$ cat src/rtl/pipe_addsub_pkg.sv
// Shared sizing constants for the pipelined adder/subtractor.
// chunk_w derives the per-stage slice width and never divides by zero.
package pipe_addsub_pkg;

    localparam int DEF_WIDTH  = 16;
    localparam int DEF_STAGES = 4;

    function automatic int chunk_w(input int width, input int stages);
        return (stages < 1) ? width : width / stages;
    endfunction

    localparam int DEF_CHUNK = chunk_w(DEF_WIDTH, DEF_STAGES);

endpackage

$ cat src/rtl/pipe_addsub_rca_chunk.sv
// Combinational N-bit ripple-carry slice built from full-adder cells.
// Besides the carry-out it exposes the carry into the MSB, which the top slice uses for overflow.
module rca_chunk
    import pipe_addsub_pkg::*;
#(
    parameter int N = DEF_CHUNK
) (
    input  logic [N-1:0] a_i,
    input  logic [N-1:0] b_i,
    input  logic         c_i,
    output logic [N-1:0] s_o,
    output logic         c_o,
    output logic         c_msb_o
);

    logic [N:0] c;

    assign c[0] = c_i;

    for (genvar i = 0; i < N; i++) begin : g_fa
        assign s_o[i]   = a_i[i] ^ b_i[i] ^ c[i];
        assign c[i + 1] = (a_i[i] & b_i[i]) | (c[i] & (a_i[i] ^ b_i[i]));
    end

    assign c_o     = c[N];
    assign c_msb_o = c[N - 1];

endmodule

$ cat src/rtl/pipe_addsub.sv
// Pipelined two's-complement add/sub: one CHUNK-bit slice per stage, carry registered between stages.
// Upper operand slices ride along in skew registers; resolved lower slices grow stage by stage.
module pipe_addsub
    import pipe_addsub_pkg::*;
#(
    parameter int WIDTH  = DEF_WIDTH,
    parameter int STAGES = DEF_STAGES
) (
    input  logic             clk,
    input  logic             rst,
    input  logic             in_valid,
    output logic             in_ready,
    input  logic [WIDTH-1:0] a,
    input  logic [WIDTH-1:0] b,
    input  logic             cin,
    input  logic             sub,
    output logic             out_valid,
    input  logic             out_ready,
    output logic [WIDTH-1:0] sum,
    output logic             cout,
    output logic             ovf
);

    localparam int CHUNK = chunk_w(WIDTH, STAGES);

    if (STAGES < 1 || (WIDTH % STAGES) != 0) begin : g_param_chk
        $error("pipe_addsub: WIDTH must be a multiple of STAGES and STAGES must be >= 1");
    end

    logic             advance;
    logic [WIDTH-1:0] b_eff;
    logic             c0_eff;

    // Single global enable: the whole pipe freezes while the output is held.
    assign advance  = !out_valid || out_ready;
    assign in_ready = advance;
    assign b_eff    = sub ? ~b : b;
    assign c0_eff   = cin ^ sub;

    for (genvar k = 0; k < STAGES; k++) begin : g_stg
        localparam int RW = (k + 1) * CHUNK;
        localparam int SW = WIDTH - RW;

        logic [CHUNK-1:0] op_a, op_b, s_chunk;
        logic             c_in, c_out, c_msb, vld_in, load;
        logic             vld_q, vld_d, cy_q, cy_d;
        logic [RW-1:0]    res_q, res_d, res_new;

        if (k == 0) begin : g_src
            assign op_a    = a[CHUNK-1:0];
            assign op_b    = b_eff[CHUNK-1:0];
            assign c_in    = c0_eff;
            assign vld_in  = in_valid;
            assign res_new = s_chunk;
        end else begin : g_src
            assign op_a    = g_stg[k-1].g_skew.a_q[CHUNK-1:0];
            assign op_b    = g_stg[k-1].g_skew.b_q[CHUNK-1:0];
            assign c_in    = g_stg[k-1].cy_q;
            assign vld_in  = g_stg[k-1].vld_q;
            assign res_new = {s_chunk, g_stg[k-1].res_q};
        end

        rca_chunk #(.N(CHUNK)) u_rca (
            .a_i     (op_a),
            .b_i     (op_b),
            .c_i     (c_in),
            .s_o     (s_chunk),
            .c_o     (c_out),
            .c_msb_o (c_msb)
        );

        // Data registers only load on a real beat, so bubbles leave them untouched.
        assign load = advance && vld_in;

        always_comb begin
            vld_d = vld_q;
            cy_d  = cy_q;
            res_d = res_q;
            if (advance) begin
                vld_d = vld_in;
            end
            if (load) begin
                cy_d  = c_out;
                res_d = res_new;
            end
        end

        always_ff @(posedge clk) begin
            if (rst) begin
                vld_q <= 1'b0;
                cy_q  <= 1'b0;
                res_q <= '0;
            end else begin
                vld_q <= vld_d;
                cy_q  <= cy_d;
                res_q <= res_d;
            end
        end

        if (k < STAGES - 1) begin : g_skew
            logic [SW-1:0] a_q, a_d, a_new;
            logic [SW-1:0] b_q, b_d, b_new;

            if (k == 0) begin : g_feed
                assign a_new = a[WIDTH-1:CHUNK];
                assign b_new = b_eff[WIDTH-1:CHUNK];
            end else begin : g_feed
                assign a_new = g_stg[k-1].g_skew.a_q[WIDTH-k*CHUNK-1:CHUNK];
                assign b_new = g_stg[k-1].g_skew.b_q[WIDTH-k*CHUNK-1:CHUNK];
            end

            assign a_d = load ? a_new : a_q;
            assign b_d = load ? b_new : b_q;

            always_ff @(posedge clk) begin
                if (rst) begin
                    a_q <= '0;
                    b_q <= '0;
                end else begin
                    a_q <= a_d;
                    b_q <= b_d;
                end
            end
        end

        if (k == STAGES - 1) begin : g_top
            logic ov_q, ov_d;

            assign ov_d = load ? (c_msb ^ c_out) : ov_q;

            always_ff @(posedge clk) begin
                if (rst) begin
                    ov_q <= 1'b0;
                end else begin
                    ov_q <= ov_d;
                end
            end
        end else begin : g_low
            logic c_msb_unused;
            assign c_msb_unused = c_msb;
        end
    end

    assign out_valid = g_stg[STAGES-1].vld_q;
    assign sum       = g_stg[STAGES-1].res_q;
    assign cout      = g_stg[STAGES-1].cy_q;
    assign ovf       = g_stg[STAGES-1].g_top.ov_q;

endmodule

$ cat config.mk
export PLATFORM = sky130hd
export DESIGN_NAME = pipe_addsub
export DESIGN_NICKNAME = d
export VERILOG_FILES = /design/src/rtl/pipe_addsub_pkg.sv /design/src/rtl/pipe_addsub_rca_chunk.sv /design/src/rtl/pipe_addsub.sv
export SDC_FILE = /design/constraint.sdc
export NUM_CORES = 1
export LEC_CHECK = 0
export CAP_MARGIN = 20
export CORE_ASPECT_RATIO = 0.75
export CORE_MARGIN = 2
export CORE_UTILIZATION = 59
export DETAILED_ROUTE_END_ITERATION = 8
export PLACE_DENSITY = 0.85
export SLEW_MARGIN = 20
export SYNTH_ARGS = -nofsm -noshare
export SYNTH_HDL_FRONTEND = slang
export SYNTH_SLANG_ARGS = --single-unit
$ cat constraint.sdc
create_clock -name clk -period 8.49 [get_ports clk]
set_input_delay 1.698 -clock clk [delete_from_list [all_inputs] [get_ports clk]]
set_output_delay 1.698 -clock clk [all_outputs]
set_load 0.02 [all_outputs]
==> results_dict.tcl, run 1 <==
set metrics [dict create \
    outcome "complete, no violations" \
    dp_hpwl_mm 5.82 \
    critical_path_class "input pin to output pin" \
    fin_crit_sh 0.599 \
    fmax_mhz 197 \
    hold_viol_final 0 \
    worstMarginPinSlew_ns 1.09 \
    reg2reg_depth 6 \
    fin_util 0.692 \
    finalCriticalPeriod_ns 5.08 \
    place_inst 593 \
    synth_area_leaders "dfxtp_1 44%, a21oi_1 8.3%, fa_1 7.3%, nand3_1 6.7%, o21ai_0 6.7%" \
    netlist_area_um2 4390 \
    cts_sinks 97 \
    pin_count 58 \
    startpoint_type "input pin" \
    wl_met1_mm 4.13 \
    port_buffers 57 \
    drt-pass1-iter-count 5 \
    syn_avg_cell_area_um2 9.22 \
    syn2layout_area_growth_pct 14.4 \
    startpoint "out_ready" \
    synth-warning-count 0 \
    rsz0062_at_grt "false" \
    postCtsSetupBuffers 0 \
    ant_nets 0 \
    die_h_um 78.7 \
    finClkSkew_ns 0.0102 \
    crit_family "buffers and inverters" \
    cp_data_arrival_time_ns 3.38 \
    initial_core_util 0.604 \
    slowest_delay_ns 0.55 \
    synth_nets 530 \
    max_slew_margin 0.269 \
    htree_levels 3 \
    grt_pass1_wl_mm 14.5 \
    numCtsBuffers 9 \
    num_rows 27 \
    grt_pass1_vias 3077 \
    vdd_drop_max_v 0.0000831 \
    final_cells 609 \
    yosys.cell_types.count 25 \
    ys_seq_elements 97 \
    timing.rr.end "g_stg[2].g_skew.a_q[2]" \
    wl_met2_mm 4.08 \
    fin_total_pwr_mw 0.858 \
    grt_max_degree 109 \
    clkTransAtPathRegs_ns 0.09 \
    worstSetupEndpointType "output pin" \
    yosysSeqAreaShare 0.442 \
    critPathBufInv 4 \
    core_um2 7260 \
    final_max_slew_viol_count 0 \
    antenna_found_initial 0 \
    grt.overflow.total 0 \
    met3WireLength_um 513 \
    p_leak_nw 1.72 \
    synth_top_area_frac 0.442 \
    grt_usage 0.219 \
    final_layout_size_suffix_gt1_frac 0.0886 \
    routed.top_layer "met4" \
    crit_required_ns 6.79 \
    rrSetupSlack_ns 5.92 \
    worstSkewPairLatency_ns 0.36 \
    tritoncts "built" \
    clockBufferDepth 2 \
    final_common_cell "dfxtp_1" \
    vias 3368 \
    fin_tns_setup_ns 0 \
    fin_nets 557 \
    num_antenna_cells 0 \
    wirelength_mm 8.77 \
    crit_top_cell "clkdlybuf4s50_1" \
    crit_end "in_ready" \
    avgViaCountPerCell 5.53 \
    layout_common_cells "97 x dfxtp_1, 73 x a21oi_1, 59 x nand3_1, 59 x o21ai_0, 56 x clkdlybuf4s50_1" \
    hp-class "flop to flop" \
    die_area_um2 8150 \
    holdBufCountCts 0 \
    critPathSlowestCell "clkdlybuf4s50_1" \
    drc 0 \
    cts.repair.resized 0 \
    syn_inst 476 \
    critPathMaxFanout 69 \
    r2r-start "out_valid" \
    cp_cell_sequence "clkdlybuf4s50_1 -> nor2b_4 -> buf_4 -> inv_2 -> clkdlybuf4s50_1" \
    gp_congestion 0.768 \
    whs_ns 0.461 \
    die_w_um 104 \
    synth_area_leader_cell "dfxtp_1" \
    wl_per_cell_um 14.4 \
    cts_root_buf "clkbuf_8" \
    max_cap_viol_count 0 \
    drt_iter0_drc 209 \
    setup_viol 0 \
    path_depth 5 \
    power-per-cell-area_nw_per_um2 171 \
]
[synth_stat cells, drive strengths merged]
master	count
nor3	2
nand2b	23
clkinv	1
nor2	4
clkbuf	11
o21ai	59
inv	28
mux2i	12
nand3	59
buf	34
a21oi	83
a211oi	22
xnor2	12
xor2	6
nand2	6
nor2b	1
dfxtp	97
fa	16
[tightest hold or removal path, cell delays in order (launching register included)]
cell     delay, ns
dfxtp_1       0.31
nand3_1       0.06
a21oi_1       0.05
[stage by stage]
step	instance area, um2	setup WS, ns
after floorplan	4390	4.60
after global placement	4840	3.45
after detailed placement	4840	3.44
after CTS	5020	3.43
after global routing	5020	3.30
final	5020	3.41
[flip-flops by register name, summed over array words and instances (netlist names)]
register,cells
g_stg.g_skew.b_q,24
g_stg.g_skew.a_q,24
g_stg.cy_q,3
g_stg.res_q,24
g_stg.vld_q,3
ovf,1
sum,16
cout,1
out_valid,1
[kinds of logic (layout without fill, tap and decap cells)]
logic type / count (synthesis) / after routing / share of synthesized area
flops: 97 / 97 / 0.442
simple gates: 95 / 95 / 0.114
buf+inv: 74 / 106 / 0.0858
xor+xnor: 18 / 18 / 0.0359
fa+ha+maj: 16 / 16 / 0.0730
compound gates: 164 / 164 / 0.222
mux: 12 / 12 / 0.0274
[worst min-delay path by stage]
stage                     cells past startpoint                     end              startpoint  slack [ns]
final                                         2                 sum[10]      g_stg[2].res_q[10]        0.46
after global routing                          2                  sum[6]       g_stg[2].res_q[6]        0.48
after CTS                                     2                 sum[10]      g_stg[2].res_q[10]        0.46
after detailed placement                      2                 sum[10]      g_stg[2].res_q[10]        0.45
after global placement                        2                 sum[10]      g_stg[2].res_q[10]        0.45
after floorplan                               2  g_stg[2].g_skew.a_q[3]  g_stg[1].g_skew.a_q[7]        0.44
[cell type report]
type                            count  area [um2]
Tap cell                          101         126
Inverter                           29         109
Sequential cell                    97        1940
Clock inverter                      5        38.8
Multi-Input combinational cell    305        2070
Clock buffer                       11         141
Timing Repair Buffer               61         596
Fill cell                         603        2240
[layer usage]
metal	GRT usage	up-vias
li1	-	1682
met4	0.0527	0
met3	0.0665	4
met5	0	-
met1	0.287	1585
met2	0.358	97
[where the power goes]
group | switching [mW] | internal (mW) | total [mW]
sequential | 0.0142 | 0.473 | 0.487
combinational | 0.0502 | 0.0465 | 0.0968
clock | 0.158 | 0.116 | 0.275
total | 0.223 | 0.635 | 0.858
(Power assumes the default switching activity.)
==> run 2, diff against run 1 <==
CORE_UTILIZATION = 55   (was 59)
PLACE_DENSITY = 0.8   (was 0.85)
clock period = 5.1 ns   (was 8.49 ns; I/O delays follow)
==> run 2 against run 1 <==
Clock power up 97%. Sequential cell count unchanged. Count of clock-buffer cells in the layout up 1. Critical path depth up 6. Final area up 1.1%. Setup slack worse by 1.6 ns. Sequential share of layout area down 0.43 points. Sequential power up 66%. Non-clock buffer count up 1. Critical path type is now input pin to flop. Largest cell class unchanged. Cell count up 0.82%.
==> results_dict.tcl, run 2 (synthesized netlist as in run 1, its figures left out) <==
set metrics [dict create \
    reg2reg_depth 5 \
    power-per-cell-area_nw_per_um2 298 \
    timing.rr.end "g_stg[2].res_q[4]" \
    worstHoldStart "g_stg[2].res_q[10]" \
    grt_usage 0.214 \
    grt_pass1_vias 3113 \
    worstMarginPinSlew_ns 1.05 \
    fill_cells 684 \
    gp_congestion 0.776 \
    fin_nets 558 \
    startpoint_type "input pin" \
    max_cap_viol_count 0 \
    drc 0 \
    avgViaCountPerCell 5.40 \
    setup_slack_ns 1.77 \
    vias 3316 \
    max_slew_margin 0.301 \
    finClkSkew_ns 0.00968 \
    drt_iter0_drc 210 \
    wirelength_mm 8.79 \
    r2r-start "out_valid" \
    holdBufCountCts 0 \
    hold_depth 2 \
    place_ws_ns 1.38 \
    multiInputGateArea_um2 2070 \
    critical_path_class "input pin to flop" \
    seq_area_um2 1940 \
    fin_tns_setup_ns 0 \
    worstSkewPairLatency_ns 0.36 \
    fin_area_um2 5080 \
    layout_common_cells "97 x dfxtp_1, 73 x a21oi_1, 59 x nand3_1, 59 x o21ai_0, 56 x clkdlybuf4s50_1" \
    cts_sinks 97 \
    wl_per_cell_um 14.3 \
    crit_required_ns 5.40 \
    core_um2 7810 \
    num_antenna_cells 0 \
    hp-class "flop to flop" \
    critPathMaxFanout 17 \
    grt_max_degree 84 \
    htree_levels 3 \
    fmax_mhz 300 \
    finalCriticalPeriod_ns 3.33 \
    final_max_slew_viol_count 0 \
    cts.repair.resized 0 \
    cp_data_arrival_time_ns 3.63 \
    syn2layout_area_growth_pct 15.7 \
    rrSetupSlack_ns 2.88 \
    reg.largest.list "g_stg.g_skew.a_q (24), g_stg.g_skew.b_q (24), g_stg.res_q (24)" \
    port_buffers 57 \
    die_area_um2 8720 \
    vdd_drop_max_v 0.000161 \
    die_w_um 107 \
    holdPathEnd "sum[10]" \
    fin_util 0.650 \
    startpoint "sub" \
    whs_ns 0.465 \
    die_h_um 81.4 \
    outcome "complete, no violations" \
    num_rows 28 \
    drt-pass1-iter-count 4 \
    setup_viol 0 \
    final_layout_size_suffix_gt1_frac 0.0904 \
    clockBufferDepth 2 \
    dp_hpwl_mm 5.89 \
    rsz0062_at_grt "false" \
    initial_core_util 0.562 \
    hold_viol_final 0 \
    ant_nets 0 \
    fin_crit_sh 0.654 \
    postCtsSetupBuffers 0 \
    pin_count 58 \
    p_leak_nw 1.75 \
    numCtsBuffers 9 \
    tritoncts "built" \
    grt.overflow.total 0 \
    final_common_cell "dfxtp_1" \
    worstSetupEndpointType "flop" \
    clkTransAtPathRegs_ns 0.09 \
    cts_root_buf "clkbuf_8" \
    placed_area_um2 4860 \
    grt_pass1_wl_mm 14.7 \
    antenna_found_initial 0 \
]
run 2: cell count changes in the layout (fill, tap and decap cells not counted):
cell,previous run,this run
nor2_2,0,1
clkinv_2,1,0
inv_6,1,0
bufinv_16,0,2
buf_4,4,5
clkinv_4,2,1
clkbuf_1,1,2
nor2_1,4,3
run 2: cell type report:
cell class / instances / share of cell area
clock buffers: 12 / 0.0286
clock inverters: 4 / 0.0150
inverters: 29 / 0.0214
multi-input cells: 305 / 0.408
flip-flops and latches: 97 / 0.382
well taps: 105 / 0.0259
repair buffers: 62 / 0.119
run 2: worst max path at each step:
| stage | to | slack (ns) | cells after the start |
|---|---|---|---|
| 6_report | g_stg[0].res_q[3] | 1.77 | 11 |
| 4_1_cts | g_stg[0].res_q[3] | 1.76 | 11 |
| 3_5_place_dp | g_stg[0].res_q[3] | 1.38 | 11 |
| 5_1_grt | g_stg[0].res_q[3] | 1.61 | 11 |
| 2_1_floorplan | g_stg[0].res_q[3] | 1.89 | 11 |
| 3_3_place_gp | g_stg[0].res_q[3] | 1.45 | 11 |
run 2: per-stage QoR:
step / total power, mW / instances
3_3_place_gp: 0.981 / 598
5_1_grt: 1.58 / 614
4_1_cts: 1.52 / 614
2_1_floorplan: 0.933 / 476
6_report: 1.51 / 614
3_5_place_dp: 0.987 / 598
run 2: layer usage:
layer,track usage,wire (um),part of all wire,vias up
met5,0,0,0,-
met4,0.0351,59,0.0067,0
met3,0.0562,525,0.060,7
met2,0.344,4050,0.46,106
met1,0.295,4150,0.47,1520
li1,-,-,-,1683
run 2: worst max-delay path: stages:
cell	delay (ns)
clkdlybuf4s50_1	0.46
buf_4	0.27
xor2_1	0.13
fa_1	0.41
fa_1	0.37
inv_1	0.07
fa_1	0.15
inv_1	0.05
fa_1	0.47
nand3_1	0.07
a21oi_1	0.15
run 2: power breakdown:
| group | total (mW) | switching [mW] | internal (mW) |
|---|---|---|---|
| Clock | 0.543 | 0.252 | 0.291 |
| Combinational | 0.160 | 0.0827 | 0.0771 |
| Sequential | 0.810 | 0.0234 | 0.787 |
| Total | 1.51 | 0.358 | 1.15 |
==> run 3, diff against run 2 <==
CORE_UTILIZATION = 50   (was 55)
PLACE_DENSITY = 0.76   (was 0.8)
clock period = 2.8 ns   (was 5.1 ns; I/O delays follow)
==> run 3 against run 2 <==
Register-to-register slack worse by 2.3 ns. Setup slack lost 1.6 ns. Critical path depth fell by 1. Combinational power increased by 92%. Worst hold slack hardly changed. Non-clock buffer count rose by 7. Via count up 4.1%. Final area grew 3.4%. Largest cell class unchanged. Highest routed layer unchanged.
==> results_dict.tcl, run 3 (synthesized netlist as in run 1, its figures left out) <==
set metrics [dict create \
    postCtsSetupBuffers 0 \
    clkTransAtPathRegs_ns 0.06 \
    timing.rr.end "g_stg[2].res_q[11]" \
    worstSetupEndpointType "flop" \
    critical_path_class "input pin to flop" \
    seq_area_um2 1940 \
    finalCriticalPeriod_ns 2.60 \
    syn2layout_area_growth_pct 19.7 \
    layout_common_cells "97 x dfxtp_1, 72 x a21oi_1, 59 x nand3_1, 59 x o21ai_0, 55 x clkdlybuf4s50_1" \
    cp_data_arrival_time_ns 2.87 \
    fin_total_pwr_mw 3.06 \
    r2r-start "g_stg[1].cy_q" \
    power_frac_clock 0.418 \
    p_sw_mw 0.700 \
    vdd_drop_max_v 0.000342 \
    final_common_cell "dfxtp_1" \
    multiInputGateArea_um2 2080 \
    critPathSlowestCell "fa_1" \
    cp_cell_sequence "clkdlybuf4s50_1 -> xor2_1 -> fa_1 -> fa_1 -> inv_1 -> fa_1 -> inv_1 -> fa_1 -> nand3_1 -> a21oi_2" \
    p_leak_nw 1.84 \
    fin_util 0.619 \
    setup_viol 0 \
    drt-pass1-iter-count 5 \
    hp-class "flop to flop" \
    crit_required_ns 3.07 \
    final_layout_size_suffix_gt1_frac 0.103 \
    num_antenna_cells 0 \
    clockBufferDepth 2 \
    die_w_um 112 \
    wirelength_mm 9.15 \
    placed_area_um2 4930 \
    p_comb_frac 0.101 \
    antenna_found_initial 0 \
    power.share.sequential 0.481 \
    fin_tns_setup_ns 0 \
    whs_ns 0.465 \
    critPathMaxFanout 1 \
    fin_area_um2 5260 \
    vias 3451 \
    rrSetupSlack_ns 0.60 \
    hold_viol_final 0 \
    worstHoldStart "g_stg[2].res_q[10]" \
    drt_iter0_drc 346 \
    reg.largest.list "g_stg.g_skew.a_q (24), g_stg.g_skew.b_q (24), g_stg.res_q (24)" \
    num_rows 29 \
    ant_nets 0 \
    fmax_mhz 384 \
    drc 0 \
    avgViaCountPerCell 5.54 \
    initial_core_util 0.517 \
    cts_sinks 97 \
    grt_usage 0.194 \
    dp_hpwl_mm 6.14 \
    port_buffers 57 \
    numCtsBuffers 9 \
    startpoint "b[0]" \
    grt.overflow.total 0 \
    crit_top_cell "fa_1" \
    p_sw_frac 0.229 \
    grt_pass1_vias 3146 \
    slowest_delay_ns 0.47 \
    htree_levels 3 \
    die_h_um 85.2 \
    crit_end "g_stg[0].res_q[3]" \
    rsz0062_at_grt "false" \
    tritoncts "built" \
    worstSkewPairLatency_ns 0.34 \
    final_max_slew_viol_count 0 \
    gp_congestion 0.758 \
    crit_family "adder cells" \
    fin_nets 565 \
    worstMarginPinSlew_ns 0.567 \
    startpoint_type "input pin" \
    cts_root_buf "clkbuf_16" \
    path_depth 10 \
    wl_per_cell_um 14.7 \
    core_um2 8490 \
    reg2reg_depth 8 \
    die_area_um2 9550 \
    finClkSkew_ns 0.00909 \
    pin_count 58 \
    grt_max_degree 84 \
    max_slew_margin 0.622 \
    grt_pass1_wl_mm 15.1 \
    power-per-cell-area_nw_per_um2 582 \
    critPathBufInv 3 \
    outcome "complete, no violations" \
    max_cap_viol_count 0 \
    fill_cells 734 \
    fin_crit_sh 0.929 \
    p_int_mw 2.36 \
]
[run 3: cell count changes in the layout (fill, tap and decap cells not counted), sizes merged]
cell	delta
clkinv	+1
dlymetal6s2s	+1
clkdlybuf4s50	-1
buf	+7
clkbuf	-2
[run 3: worst min-delay path by stage]
stage / end / cells after the start
6_report: sum[10] / 2
5_1_grt: g_stg[2].res_q[2] / 2
4_1_cts: g_stg[2].res_q[0] / 2
3_5_place_dp: sum[10] / 2
3_3_place_gp: sum[10] / 2
2_1_floorplan: g_stg[2].g_skew.a_q[3] / 2
[run 3: per-layer routing]
layer	wire (um)	vias to the layer above	global-route usage	share of wire
met5	0	-	0	0
met1	4400	1633	0.274	0.48
met4	73	0	0.0410	0.0080
li1	-	1705	-	-
met3	573	9	0.0557	0.063
met2	4110	104	0.301	0.45
[run 3: stage by stage]
stage | instances | setup WS (ns)
2_1_floorplan | 476 | 0.0463
3_3_place_gp | 607 | -0.225
3_5_place_dp | 607 | -0.262
4_1_cts | 622 | 0.0814
5_1_grt | 623 | 0.0728
6_report | 623 | 0.198
[run 3: worst register-to-register path: stages, from the launching register on]
cell	delay, ns
dfxtp_1	0.33
fa_1	0.42
inv_1	0.08
fa_1	0.16
inv_1	0.05
fa_1	0.36
inv_1	0.07
fa_1	0.41
a211oi_1	0.22
[run 3: repair_timing]
action | 4_1_cts | 5_1_grt
hold buffers | 0 | 0
endpoints found under the setup margin | 0 | 1
resized for setup | 0 | 2
endpoints found under the hold margin | 0 | 0
[run 3: power groups by stage]
stage | Sequential, mW | Clock, mW | Combinational (mW)
after floorplan | 1.49 | 0 | 0.208
after global placement | 1.50 | 0 | 0.297
after detailed placement | 1.50 | 0 | 0.303
after CTS | 1.47 | 1.30 | 0.307
after global routing | 1.48 | 1.36 | 0.340
final | 1.47 | 1.28 | 0.308
[run 3: final cells by class]
class                           count  area share
Clock buffer                       10      0.0436
Clock inverter                      5      0.0155
Inverter                           29      0.0207
Multi-Input combinational cell    305       0.395
Sequential cell                    97       0.370
Tap cell                          108      0.0257
Timing Repair Buffer               69       0.130
